[config.mk]
export PLATFORM = sky130hd
export DESIGN_NAME = game_state_ctrl_flat
export DESIGN_NICKNAME = d
export VERILOG_FILES = /design/src/rtl/game_pkg.sv /design/src/rtl/game_state_ctrl_if.sv /design/src/rtl/edge_rise.sv /design/src/rtl/game_state_ctrl.sv /design/src/flat_wrapper.sv
export SDC_FILE = /design/constraint.sdc
export NUM_CORES = 1
export LEC_CHECK = 0
export CORE_MARGIN = 1.5
export CORE_UTILIZATION = 55
export CTS_BUF_LIST = sky130_fd_sc_hd__clkbuf_4
export DETAILED_ROUTE_END_ITERATION = 10
export GPL_TIMING_DRIVEN = 0
export HOLD_SLACK_MARGIN = 0.15
export PLACE_DENSITY_LB_ADDON = 0.3
export SYNTH_ARGS = -nofsm -noshare
export SYNTH_HDL_FRONTEND = slang
export SYNTH_SLANG_ARGS = --single-unit
export TNS_END_PERCENT = 100
[constraint.sdc]
create_clock -name clk -period 2.4 [get_ports clk]
set_input_delay 0.24 -clock clk [delete_from_list [all_inputs] [get_ports clk]]
set_output_delay 0.24 -clock clk [all_outputs]
set_load 0.005 [all_outputs]
[src/rtl/game_pkg.sv]
// Shared state and winner encodings for the game-flow sequencer and the overlay drawers.
package game_pkg;

  typedef enum logic [2:0] {
    GS_START     = 3'b000,
    GS_COUNTDOWN = 3'b001,
    GS_PLAY      = 3'b010,
    GS_PAUSE     = 3'b011,
    GS_OVER      = 3'b100
  } game_state_t;

  localparam logic [1:0] WIN_NONE = 2'b00;
  localparam logic [1:0] WIN_P1   = 2'b01;
  localparam logic [1:0] WIN_P2   = 2'b10;
  localparam logic [1:0] WIN_DRAW = 2'b11;

  // The surviving player wins; simultaneous elimination is a draw.
  function automatic logic [1:0] winner_code(input logic p1_dead, input logic p2_dead);
    logic [1:0] code;
    code = WIN_NONE;
    if (p1_dead && p2_dead) code = WIN_DRAW;
    else if (p2_dead)       code = WIN_P1;
    else if (p1_dead)       code = WIN_P2;
    return code;
  endfunction

endpackage

[src/rtl/game_state_ctrl_if.sv]
// Player/video inputs and game-flow outputs of the sequencer.
interface game_state_ctrl_if;
  import game_pkg::*;

  logic        vsync;
  logic        btn_start;
  logic        btn_pause;
  logic        p1_dead;
  logic        p2_dead;
  game_state_t game_state;
  logic [1:0]  countdown_val;
  logic [1:0]  winner;
  logic        round_rst;
  logic        frame_tick;

  modport master (
    output vsync, btn_start, btn_pause, p1_dead, p2_dead,
    input  game_state, countdown_val, winner, round_rst, frame_tick
  );

  modport slave (
    input  vsync, btn_start, btn_pause, p1_dead, p2_dead,
    output game_state, countdown_val, winner, round_rst, frame_tick
  );

endinterface

[src/rtl/edge_rise.sv]
// Rising-edge detector: one history register plus AND, reset to INIT.
module edge_rise #(
  parameter logic INIT = 1'b1
) (
  input  logic clk,
  input  logic rst,
  input  logic sig,
  output logic rise
);

  logic sig_q;

  always_ff @(posedge clk) begin
    if (rst) sig_q <= INIT;
    else     sig_q <= sig;
  end

  assign rise = sig & ~sig_q;

endmodule

[src/rtl/game_state_ctrl.sv]
// Game-flow sequencer START -> COUNTDOWN -> PLAY -> (PAUSE) -> OVER -> START.
// Optional PAUSE state enabled by defining GAME_PAUSE_EN.
module game_state_ctrl
  import game_pkg::*;
#(
  parameter int unsigned COUNT_FRAMES = 60,
  parameter int unsigned OVER_FRAMES  = 120
) (
  input logic              clk,
  input logic              rst,
  game_state_ctrl_if.slave bus
);

  localparam logic [7:0] CountLast = 8'(COUNT_FRAMES - 1);
  localparam logic [7:0] OverSat   = 8'(OVER_FRAMES);

  game_state_t state_q;
  logic [1:0]  countdown_q;
  logic [1:0]  winner_q;
  logic        round_rst_q;
  logic        frame_tick_q;
  logic [7:0]  frame_cnt;

  logic vsync_rise;
  logic start_rise;
  logic pause_rise;
  logic pause_go;
  logic any_dead;

  edge_rise #(.INIT(1'b1)) u_vsync_edge (
    .clk  (clk),
    .rst  (rst),
    .sig  (bus.vsync),
    .rise (vsync_rise)
  );

  edge_rise #(.INIT(1'b1)) u_start_edge (
    .clk  (clk),
    .rst  (rst),
    .sig  (bus.btn_start),
    .rise (start_rise)
  );

  edge_rise #(.INIT(1'b1)) u_pause_edge (
    .clk  (clk),
    .rst  (rst),
    .sig  (bus.btn_pause),
    .rise (pause_rise)
  );

`ifdef GAME_PAUSE_EN
  assign pause_go = pause_rise;
`else
  logic unused_pause_rise;
  assign unused_pause_rise = pause_rise;
  assign pause_go          = 1'b0;
`endif

  assign any_dead = bus.p1_dead | bus.p2_dead;

  // Every transition clears frame_cnt, so a tick landing on it is absorbed.
  always_ff @(posedge clk) begin
    if (rst) begin
      state_q      <= GS_START;
      countdown_q  <= 2'd0;
      winner_q     <= WIN_NONE;
      round_rst_q  <= 1'b0;
      frame_tick_q <= 1'b0;
      frame_cnt    <= 8'd0;
    end else begin
      frame_tick_q <= vsync_rise;
      round_rst_q  <= 1'b0;
      case (state_q)
        GS_START: begin
          if (start_rise) begin
            state_q     <= GS_COUNTDOWN;
            countdown_q <= 2'd3;
            winner_q    <= WIN_NONE;
            round_rst_q <= 1'b1;
            frame_cnt   <= 8'd0;
          end else if (frame_tick_q) begin
            frame_cnt <= frame_cnt + 8'd1;
          end
        end
        GS_COUNTDOWN: begin
          if (frame_tick_q) begin
            if (frame_cnt == CountLast) begin
              frame_cnt <= 8'd0;
              if (countdown_q == 2'd1) begin
                state_q     <= GS_PLAY;
                countdown_q <= 2'd0;
              end else begin
                countdown_q <= countdown_q - 2'd1;
              end
            end else begin
              frame_cnt <= frame_cnt + 8'd1;
            end
          end
        end
        GS_PLAY: begin
          if (any_dead) begin
            state_q   <= GS_OVER;
            winner_q  <= winner_code(bus.p1_dead, bus.p2_dead);
            frame_cnt <= 8'd0;
          end else if (pause_go) begin
            state_q   <= GS_PAUSE;
            frame_cnt <= 8'd0;
          end else if (frame_tick_q) begin
            frame_cnt <= frame_cnt + 8'd1;
          end
        end
`ifdef GAME_PAUSE_EN
        GS_PAUSE: begin
          if (pause_go) begin
            state_q   <= GS_PLAY;
            frame_cnt <= 8'd0;
          end else if (frame_tick_q) begin
            frame_cnt <= frame_cnt + 8'd1;
          end
        end
`endif
        GS_OVER: begin
          // Early start presses are dropped rather than remembered.
          if (start_rise && frame_cnt == OverSat) begin
            state_q   <= GS_START;
            frame_cnt <= 8'd0;
          end else if (frame_tick_q && frame_cnt != OverSat) begin
            frame_cnt <= frame_cnt + 8'd1;
          end
        end
        default: begin
          state_q     <= GS_START;
          countdown_q <= 2'd0;
          frame_cnt   <= 8'd0;
        end
      endcase
    end
  end

  assign bus.game_state    = state_q;
  assign bus.countdown_val = countdown_q;
  assign bus.winner        = winner_q;
  assign bus.round_rst     = round_rst_q;
  assign bus.frame_tick    = frame_tick_q;

endmodule

[src/flat_wrapper.sv]
// flat-port wrapper written by rule: the top's interface ports become plain ports
module game_state_ctrl_flat import game_pkg::*;
#(
  parameter int unsigned COUNT_FRAMES = 60,
  parameter int unsigned OVER_FRAMES  = 120
)
  (clk, rst, bus_vsync, bus_btn_start, bus_btn_pause, bus_p1_dead, bus_p2_dead, bus_game_state, bus_countdown_val, bus_winner, bus_round_rst, bus_frame_tick);
  game_state_ctrl_if bus_i ();
  input logic clk;
  input logic rst;
  input wire logic [$bits(bus_i.vsync)-1:0] bus_vsync;
  input wire logic [$bits(bus_i.btn_start)-1:0] bus_btn_start;
  input wire logic [$bits(bus_i.btn_pause)-1:0] bus_btn_pause;
  input wire logic [$bits(bus_i.p1_dead)-1:0] bus_p1_dead;
  input wire logic [$bits(bus_i.p2_dead)-1:0] bus_p2_dead;
  output wire logic [$bits(bus_i.game_state)-1:0] bus_game_state;
  output wire logic [$bits(bus_i.countdown_val)-1:0] bus_countdown_val;
  output wire logic [$bits(bus_i.winner)-1:0] bus_winner;
  output wire logic [$bits(bus_i.round_rst)-1:0] bus_round_rst;
  output wire logic [$bits(bus_i.frame_tick)-1:0] bus_frame_tick;
  assign bus_i.vsync = bus_vsync;
  assign bus_i.btn_start = bus_btn_start;
  assign bus_i.btn_pause = bus_btn_pause;
  assign bus_i.p1_dead = bus_p1_dead;
  assign bus_i.p2_dead = bus_p2_dead;
  assign bus_game_state = bus_i.game_state;
  assign bus_countdown_val = bus_i.countdown_val;
  assign bus_winner = bus_i.winner;
  assign bus_round_rst = bus_i.round_rst;
  assign bus_frame_tick = bus_i.frame_tick;
  game_state_ctrl #(.COUNT_FRAMES(COUNT_FRAMES), .OVER_FRAMES(OVER_FRAMES)) u_core (.clk(clk), .rst(rst), .bus(bus_i));
endmodule
==> results.ini, run 1 <==
[worst_setup_path]
timing.rr.end = u_core.frame_cnt[3]$_SDFFE_PP0P_
cp.required_ns = 2.64
crit_fanout = 6
start_kind = register
crit_start = u_core.frame_cnt[0]$_SDFFE_PP0P_
r2r_start = u_core.frame_cnt[0]$_SDFFE_PP0P_
cp_data_arrival_time_ns = 2.20
reg2reg_depth = 7
rrSetupSlack_ns = 0.45
critPathKind = reg -> reg
end_kind = register

[floorplanning]
die_h_um = 48.0
row_count = 16
start_util_pct = 57.3
die_x_um = 48.0
io_pins = 16
die_area_um2 = 2300
core_area_um2 = 1940

[power_and_ir_drop]
peakVddDrop_mv = 0.498
p_total_uw = 710
cellPowerDensity_nw_per_um2 = 543
p_leak_nw = 0.472

[routing]
avgViaCountPerCell = 6.07
ant_nets = 0
first_pass_iters = 4
routed_wl_um = 2530
wl_per_cell_um = 14.6
drt_iter0_drc = 21
vias = 1050
drc_errors = 0

[place]
dp_hpwl_um = 1850
gp_congestion = 0.928
port_buffers = 13
placed_area_um2 = 1280
dp_cells = 169

[sta]
hold_viol_final = 0
max_freq_ghz = 0.512
rsz0062_at_grt = false
fin_skew_ns = 0.00867
slew_viol_final = 0
setup_viol = 0
worst_slew_pin_slew_ns = 0.490
finalSetupTns_ns = 0
fin_crit_sh_pct = 81.4
max_slew_margin_pct = 67.0
period_minus_slack_ns = 1.95

[clock_network]
clkSinkCount = 19
post_cts_buffers = 0
clock_path_buffers = 2
numCtsBuffers = 3
cts_hold_buf = 0
clock_latency_ns = 0.31
cts_tree = done
ctsResizeCount = 0
root_buffer = clkbuf_4
clkSlewWorstSetupHoldPaths_ns = 0.11
cts_max_level = 1

[synthesis]
async_flop_share_pct = 0
synth.most_common_cell = dfxtp_1
yosysUniqueCellTypes = 39
yosysWarnings = 0
syn_nets = 139
yosysSeqAreaShare_pct = 34.2
synth.top_cell.area_share_pct = 34.2
synthFlopType = dfxtp_1
synth_edf_count = 0
synth_cells = 129
synth_commonest_cells = dfxtp_1, nor2_1, a21oi_1
synth_area_per_cell_um2 = 8.63
yosysTopAreaCell = dfxtp_1
synth_area_um2 = 1110
ys_ff_latch = 19
synth.top_cells.by_area = dfxtp_1, a21oi_1, nor2_1, ha_1, nand2_1

[grt]
grt_pass1_wl_um = 4040
grt.overflow.total = 0
grt_pass1_vias = 913
grt_usage_pct = 25.4
grt_max_degree = 11
antenna_found_initial = 0

[finish]
diodes = 0
finalNonFillerCells = 173
layout.nets = 157
nFillCells = 171
drive_gt1_share_pct = 15.1
syn2layout_area_growth_pct = 17.4
fin_area_um2 = 1310

[hold_path]
hold_end = u_core.bus.frame_tick$_SDFF_PP0_
holdPathStages = 2
hp-start = rst
hp-class = in -> reg

[run]
maxCapViolCount = 0

[outcome]
status = finished clean

==> cells in the final DEF (no fill, tap or decap), drive strengths merged, types with 3 or more instances in the layout <==
master,instances
nor3,7
or2,4
dfxtp,19
a31oi,3
nand2,10
nor2,12
o211ai,4
o21ai,3
nand3,8
a21oi,11
clkdlybuf4s50,13
inv,6
or3b,3
and3,4
a311oi,3
clkbuf,7
ha,3
==> worst max path at each step <==
stage                                       endpoint  slack (ns)  cells after the start
floorplan           u_core.frame_cnt[7]$_SDFFE_PP0P_        0.67                      7
global placement    u_core.frame_cnt[3]$_SDFFE_PP0P_        0.37                      6
detailed placement  u_core.frame_cnt[3]$_SDFFE_PP0P_        0.33                      6
CTS                 u_core.frame_cnt[3]$_SDFFE_PP0P_        0.45                      7
global route        u_core.frame_cnt[6]$_SDFFE_PP0P_        0.23                      7
finish              u_core.frame_cnt[3]$_SDFFE_PP0P_        0.45                      7
==> power breakdown <==
| group | total [mW] | switching [mW] | internal (mW) |
|---|---|---|---|
| Sequential | 0.346 | 0.0154 | 0.331 |
| Combinational | 0.183 | 0.101 | 0.0829 |
| Clock | 0.181 | 0.104 | 0.0763 |
==> state kept, by name, summed over array words and instances (netlist names) <==
signal,cells
u_core.bus.round_rst,1
u_core.frame_cnt,8
u_core.u_start_edge.sig_q,1
u_core.bus.winner,2
u_core.u_vsync_edge.sig_q,1
u_core.bus.game_state,3
u_core.bus.frame_tick,1
u_core.bus.countdown_val,2
==> worst max-delay path: stages (launching register included) <==
cell	delay, ns
dfxtp_1	0.41
inv_1	0.09
ha_1	0.20
and4bb_4	0.21
and4bb_4	0.21
nor3_2	0.40
a31oi_1	0.17
a211oi_2	0.20
==> cells by family (layout without fill, tap and decap cells) <==
logic type	count (synthesis)	in the layout	share of synthesized area (%)
and+or+nand+nor	59	59	33.0
DFF	19	19	34.2
adders and majority gates	3	3	3.37
buffers and inverters	11	28	5.06
AOI/OAI and AO/OA	36	36	23.5
muxes	1	1	0.899
==> per-layer routing <==
metal  up-vias  track usage, %  share of wire [%]
met3         3            4.53                4.6
met5         -               0                  0
met2        31            41.6                 50
met1       492            32.7                 44
met4         0            10.8                1.3
li1        524               -                  -
==> cell type report <==
class,instances,area [µm²],area share [%]
repair buffers,13,130,9.95
flip-flops and latches,19,380,29.1
clock buffers,4,30.0,2.30
well taps,27,33.8,2.58
multi-input cells,99,677,51.8
inverters,6,22.5,1.72
plain buffers,5,33.8,2.58
==> metrics by stage <==
stage               setup WS [ns]  hold slack [ns]  util [%]
global route                0.231            0.401      67.3
detailed placement          0.327            0.381      65.8
finish                      0.447            0.376      67.3
CTS                         0.446            0.363      67.3
global placement            0.368            0.376      65.8
floorplan                   0.668            0.344         -
No activity file was read; power rests on OpenSTA's default activity.
==> run 2: changes to the inputs <==
clock period = 1.97 ns   (was 2.4 ns; I/O delays follow)
==> run 2 against run 1 <==
  * Fmax increased by 3.1%
  * Non-clock buffer count unchanged
  * Sequential power rose by 22%
  * Sequential share of layout area shrank 0.48 points
  * Critical path type unchanged
  * Largest power group unchanged
==> results.ini, run 2 (same netlist as run 1, synthesis figures left out) <==
[place]
port_buffers = 13
placed_area_um2 = 1280
dp_hpwl_um = 1850
gp_congestion = 0.928
place_ws_ns = -0.0596
dp_cells = 169

[hold_path]
hp-class = in -> reg
hold_end = u_core.bus.game_state[1]$_SDFFE_PP0P_
holdPathStages = 2
hp-start = rst

[power_and_ir_drop]
cellPowerDensity_nw_per_um2 = 654
peakVddDrop_mv = 0.610
comb_power_share_pct = 26.3
p_switching_uw = 273
seq_power_share_pct = 48.4
p_leak_nw = 0.479
p_int_uw = 599
power.share.clock_pct = 25.3
netSwitchingFraction_pct = 31.3
p_total_uw = 872

[routing]
wl_per_cell_um = 14.7
drt_iter0_drc = 15
routed_wl_um = 2540
ant_nets = 0
first_pass_iters = 4
avgViaCountPerCell = 6.10
vias = 1055
drc_errors = 0

[sta]
whs_ns = 0.332
max_slew_margin_pct = 65.8
period_minus_slack_ns = 1.89
setup_slack_ns = 0.0757
finalSetupTns_ns = 0
hold_viol_final = 0
max_freq_ghz = 0.528
fin_skew_ns = 0.00883
rsz0062_at_grt = true
slew_viol_final = 0
setup_viol = 0
worst_slew_pin_slew_ns = 0.513
fin_crit_sh_pct = 96.2

[worst_setup_path]
cp_data_arrival_time_ns = 2.13
start_kind = register
timing.rr.end = u_core.frame_cnt[2]$_SDFFE_PP0P_
cp.required_ns = 2.21
critPathKind = reg -> reg
crit_fanout = 8
rrSetupSlack_ns = 0.08
end_kind = register
reg2reg_depth = 5
r2r_start = u_core.bus.game_state[0]$_SDFFE_PP0P_

[finish]
max_flop_register = u_core.frame_cnt
post-route-util_pct = 68.7
diodes = 0
fin_area_um2 = 1330
syn2layout_area_growth_pct = 19.8
layout.nets = 157
final_cell_mix = dfxtp_1, clkdlybuf4s50_1, nor2_1
drive_gt1_share_pct = 17.8
largest_reg_flops = 8
layout_commonest_cell = dfxtp_1
finalNonFillerCells = 173

[floorplanning]
die_h_um = 48.0
start_util_pct = 57.3
row_count = 16
die_area_um2 = 2300
die_x_um = 48.0
core_area_um2 = 1940
io_pins = 16

[grt]
grt_pass1_vias = 913
grt.overflow.total = 0
antenna_found_initial = 0
grt_usage_pct = 25.4
grt_pass1_wl_um = 4040
grt_max_degree = 11

[clock_network]
clkSlewWorstSetupHoldPaths_ns = 0.11
cts_tree = done
root_buffer = clkbuf_4
clock_path_buffers = 2
clkSinkCount = 19
numCtsBuffers = 3
clock_latency_ns = 0.31
cts_hold_buf = 0
post_cts_buffers = 0
ctsResizeCount = 0
cts_max_level = 1

[run]
maxCapViolCount = 0

[outcome]
status = finished clean

==> run 2: cell counts in the layout (fill, tap and decap cells not counted) <==
Identical to the previous run, type by type.
==> run 2: critical path, stage by stage (launching register included) <==
cell and delay, ns:
dfxtp_1 0.50, or3b_4 0.47, nor2_1 0.37, or3_4 0.25, nand2_1 0.06, a31oi_1 0.18
==> run 2: how the worst max path moves through the flow <==
| stage | endpoint | cells past startpoint | startpoint |
|---|---|---|---|
| final | u_core.frame_cnt[2]$_SDFFE_PP0P_ | 5 | u_core.bus.game_state[0]$_SDFFE_PP0P_ |
| after global routing | u_core.frame_cnt[6]$_SDFFE_PP0P_ | 7 | u_core.frame_cnt[0]$_SDFFE_PP0P_ |
| after CTS | u_core.frame_cnt[3]$_SDFFE_PP0P_ | 7 | u_core.frame_cnt[0]$_SDFFE_PP0P_ |
| after detailed placement | u_core.frame_cnt[3]$_SDFFE_PP0P_ | 6 | bus_btn_start |
| after global placement | u_core.frame_cnt[3]$_SDFFE_PP0P_ | 6 | bus_btn_start |
| after floorplan | u_core.frame_cnt[7]$_SDFFE_PP0P_ | 7 | u_core.frame_cnt[0]$_SDFFE_PP0P_ |
==> run 2: final cells by class <==
| class | instances | area (µm²) |
|---|---|---|
| Multi-Input combinational cell | 99 | 702 |
| Fill cell | 166 | 608 |
| Sequential cell | 19 | 382 |
| Timing Repair Buffer | 13 | 130 |
| Buffer | 5 | 33.8 |
| Tap cell | 27 | 33.8 |
| Clock buffer | 4 | 30.0 |
| Inverter | 6 | 22.5 |
==> run 2: power by group through the flow <==
stage | registers (mW) | logic, mW | clock network (mW)
3_5_place_dp | 0.430 | 0.222 | 0
6_report | 0.422 | 0.229 | 0.221
4_1_cts | 0.421 | 0.223 | 0.227
5_1_grt | 0.426 | 0.251 | 0.239
3_3_place_gp | 0.429 | 0.218 | 0
2_1_floorplan | 0.428 | 0.155 | 0
==> run 2: metal layers <==
metal / wire length [µm] / GRT usage (%) / vias up
li1: - / - / 525
met1: 1150 / 32.7 / 495
met2: 1230 / 41.6 / 28
met3: 117 / 4.53 / 7
met4: 54 / 10.8 / 0
met5: 0 / 0 / -
==> run 3: changes to the inputs <==
CORE_MARGIN = unset   (was 1.5)
GPL_ROUTABILITY_DRIVEN = 1   (was unset)
==> run 3 against run 2 <==
  * Via count is essentially flat
  * Clock power shrank 3%
  * Sequential power is essentially flat
  * Critical endpoint is now u_core.frame_cnt[7]$_SDFFE_PP0P_
  * Largest power group unchanged
==> results.ini, run 3 (same netlist as run 1, synthesis figures left out) <==
[power_and_ir_drop]
cellPowerDensity_nw_per_um2 = 656
power.share.clock_pct = 24.8
seq_power_share_pct = 48.8
p_total_uw = 865
p_leak_nw = 0.477
p_int_uw = 599
comb_power_share_pct = 26.4
netSwitchingFraction_pct = 30.8
peakVddDrop_mv = 0.408
p_switching_uw = 266

[finish]
post-route-util_pct = 73.2
drive_gt1_share_pct = 16.4
multiInputGateArea_um2 = 689
seqCellArea_um2 = 382
final_cell_mix = dfxtp_1, clkdlybuf4s50_1, nor2_1
nFillCells = 145
syn2layout_area_growth_pct = 18.4
max_flop_register = u_core.frame_cnt
fin_area_um2 = 1320
finalNonFillerCells = 171
largest_reg_flops = 8
diodes = 0
layout.nets = 157
layout_commonest_cell = dfxtp_1

[sta]
setup_viol = 0
max_freq_ghz = 0.538
fin_skew_ns = 0.000430
max_slew_margin_pct = 64.7
rsz0062_at_grt = true
fin_crit_sh_pct = 94.3
hold_viol_final = 0
finalSetupTns_ns = 0
period_minus_slack_ns = 1.86
slew_viol_final = 0
worst_slew_pin_slew_ns = 0.530

[worst_setup_path]
crit_family = simple AND/OR/NAND/NOR gates
crit_fanout = 5
end_kind = register
r2r_start = u_core.frame_cnt[0]$_SDFFE_PP0P_
critPathKind = reg -> reg
slowest_stage = or3_4
crit_path_frequent_cell = and4bb_4
rrSetupSlack_ns = 0.11
cp_data_arrival_time_ns = 2.04
max_stage_delay_ns = 0.41
cp.required_ns = 2.15
start_kind = register
timing.rr.end = u_core.frame_cnt[7]$_SDFFE_PP0P_
path_cells = inv_1, ha_1, and4bb_4, and4bb_4, or3_4, a31oi_1, nor3_2
reg2reg_depth = 7
crit_buf_inv = 1

[clock_network]
clock_latency_ns = 0.30
clkSinkCount = 19
cts_max_level = 1
numCtsBuffers = 3
root_buffer = clkbuf_4
cts_tree = done
clock_path_buffers = 2
ctsResizeCount = 1
cts_hold_buf = 0
clkSlewWorstSetupHoldPaths_ns = 0.11
post_cts_buffers = 0

[routing]
drc_errors = 0
first_pass_iters = 4
vias = 1054
drt_iter0_drc = 60
wl_per_cell_um = 14.5
routed_wl_um = 2470
ant_nets = 0
avgViaCountPerCell = 6.16

[floorplanning]
start_util_pct = 61.8
die_h_um = 47.0
die_area_um2 = 2210
die_x_um = 47.0
core_area_um2 = 1800
row_count = 15
io_pins = 16

[place]
dp_hpwl_um = 1810
placed_area_um2 = 1270
port_buffers = 13
gp_congestion = 0.884
dp_cells = 167

[run]
maxCapViolCount = 0

[grt]
grt_pass1_vias = 955
grt_busiest_layer = met2
grt_max_degree = 11
grt.overflow.total = 0
antenna_found_initial = 0
met3_usage_pct = 2.31
grt_util_met2_pct = 44.7
grt_usage_pct = 26.3
met1_usage_pct = 34.7
grt_pass1_wl_um = 4150

[hold_path]
hp-start = rst
hp-class = in -> reg
hold_end = u_core.bus.frame_tick$_SDFF_PP0_
holdPathStages = 2

[outcome]
status = finished clean

run 3: changes by cell type in the layout (fill, tap and decap cells not counted):
| cell | change |
|---|---|
| a311oi_1 | +1 |
| nor4_1 | +1 |
| a311oi_2 | -1 |
| nor4_2 | -1 |
run 3: layout make-up:
| cell class | instances | area share [%] |
|---|---|---|
| tap | 25 | 2.37 |
| timing repair buffer | 13 | 9.87 |
| clock buffer | 4 | 2.28 |
| sequential | 19 | 28.9 |
| buffer | 5 | 2.56 |
| inverter | 6 | 1.71 |
| multi-input combinational | 99 | 52.3 |
run 3: metrics by stage:
stage | hold WS (ns) | setup WS (ns)
floorplan | 0.301 | 0.238
global placement | 0.382 | -0.0505
detailed placement | 0.383 | -0.166
CTS | 0.322 | 0.0468
global route | 0.352 | -0.00636
finish | 0.323 | 0.112
run 3: how the worst max path moves through the flow:
stage                                     startpoint                                to  slack (ns)  cells after the start
finish              u_core.frame_cnt[0]$_SDFFE_PP0P_  u_core.frame_cnt[7]$_SDFFE_PP0P_        0.11                      7
global route        u_core.frame_cnt[0]$_SDFFE_PP0P_  u_core.frame_cnt[6]$_SDFFE_PP0P_      -0.006                      7
CTS                 u_core.frame_cnt[0]$_SDFFE_PP0P_  u_core.frame_cnt[3]$_SDFFE_PP0P_        0.05                      7
detailed placement                     bus_btn_start  u_core.frame_cnt[6]$_SDFFE_PP0P_       -0.17                      6
global placement                       bus_btn_start  u_core.frame_cnt[3]$_SDFFE_PP0P_       -0.05                      6
floorplan           u_core.frame_cnt[0]$_SDFFE_PP0P_  u_core.frame_cnt[7]$_SDFFE_PP0P_        0.24                      7
run 3: power by group through the flow:
stage,sequential (mW),clock [mW],combinational (mW)
6_report,0.422,0.215,0.228
5_1_grt,0.426,0.234,0.251
4_1_cts,0.421,0.217,0.225
3_5_place_dp,0.430,0,0.222
3_3_place_gp,0.428,0,0.217
2_1_floorplan,0.428,0,0.155
run 3: metal layers:
metal | wire length (µm) | up-vias
li1 | - | 521
met1 | 1130 | 485
met3 | 150 | 5
met2 | 1160 | 43
met5 | 0 | -
met4 | 31 | 0
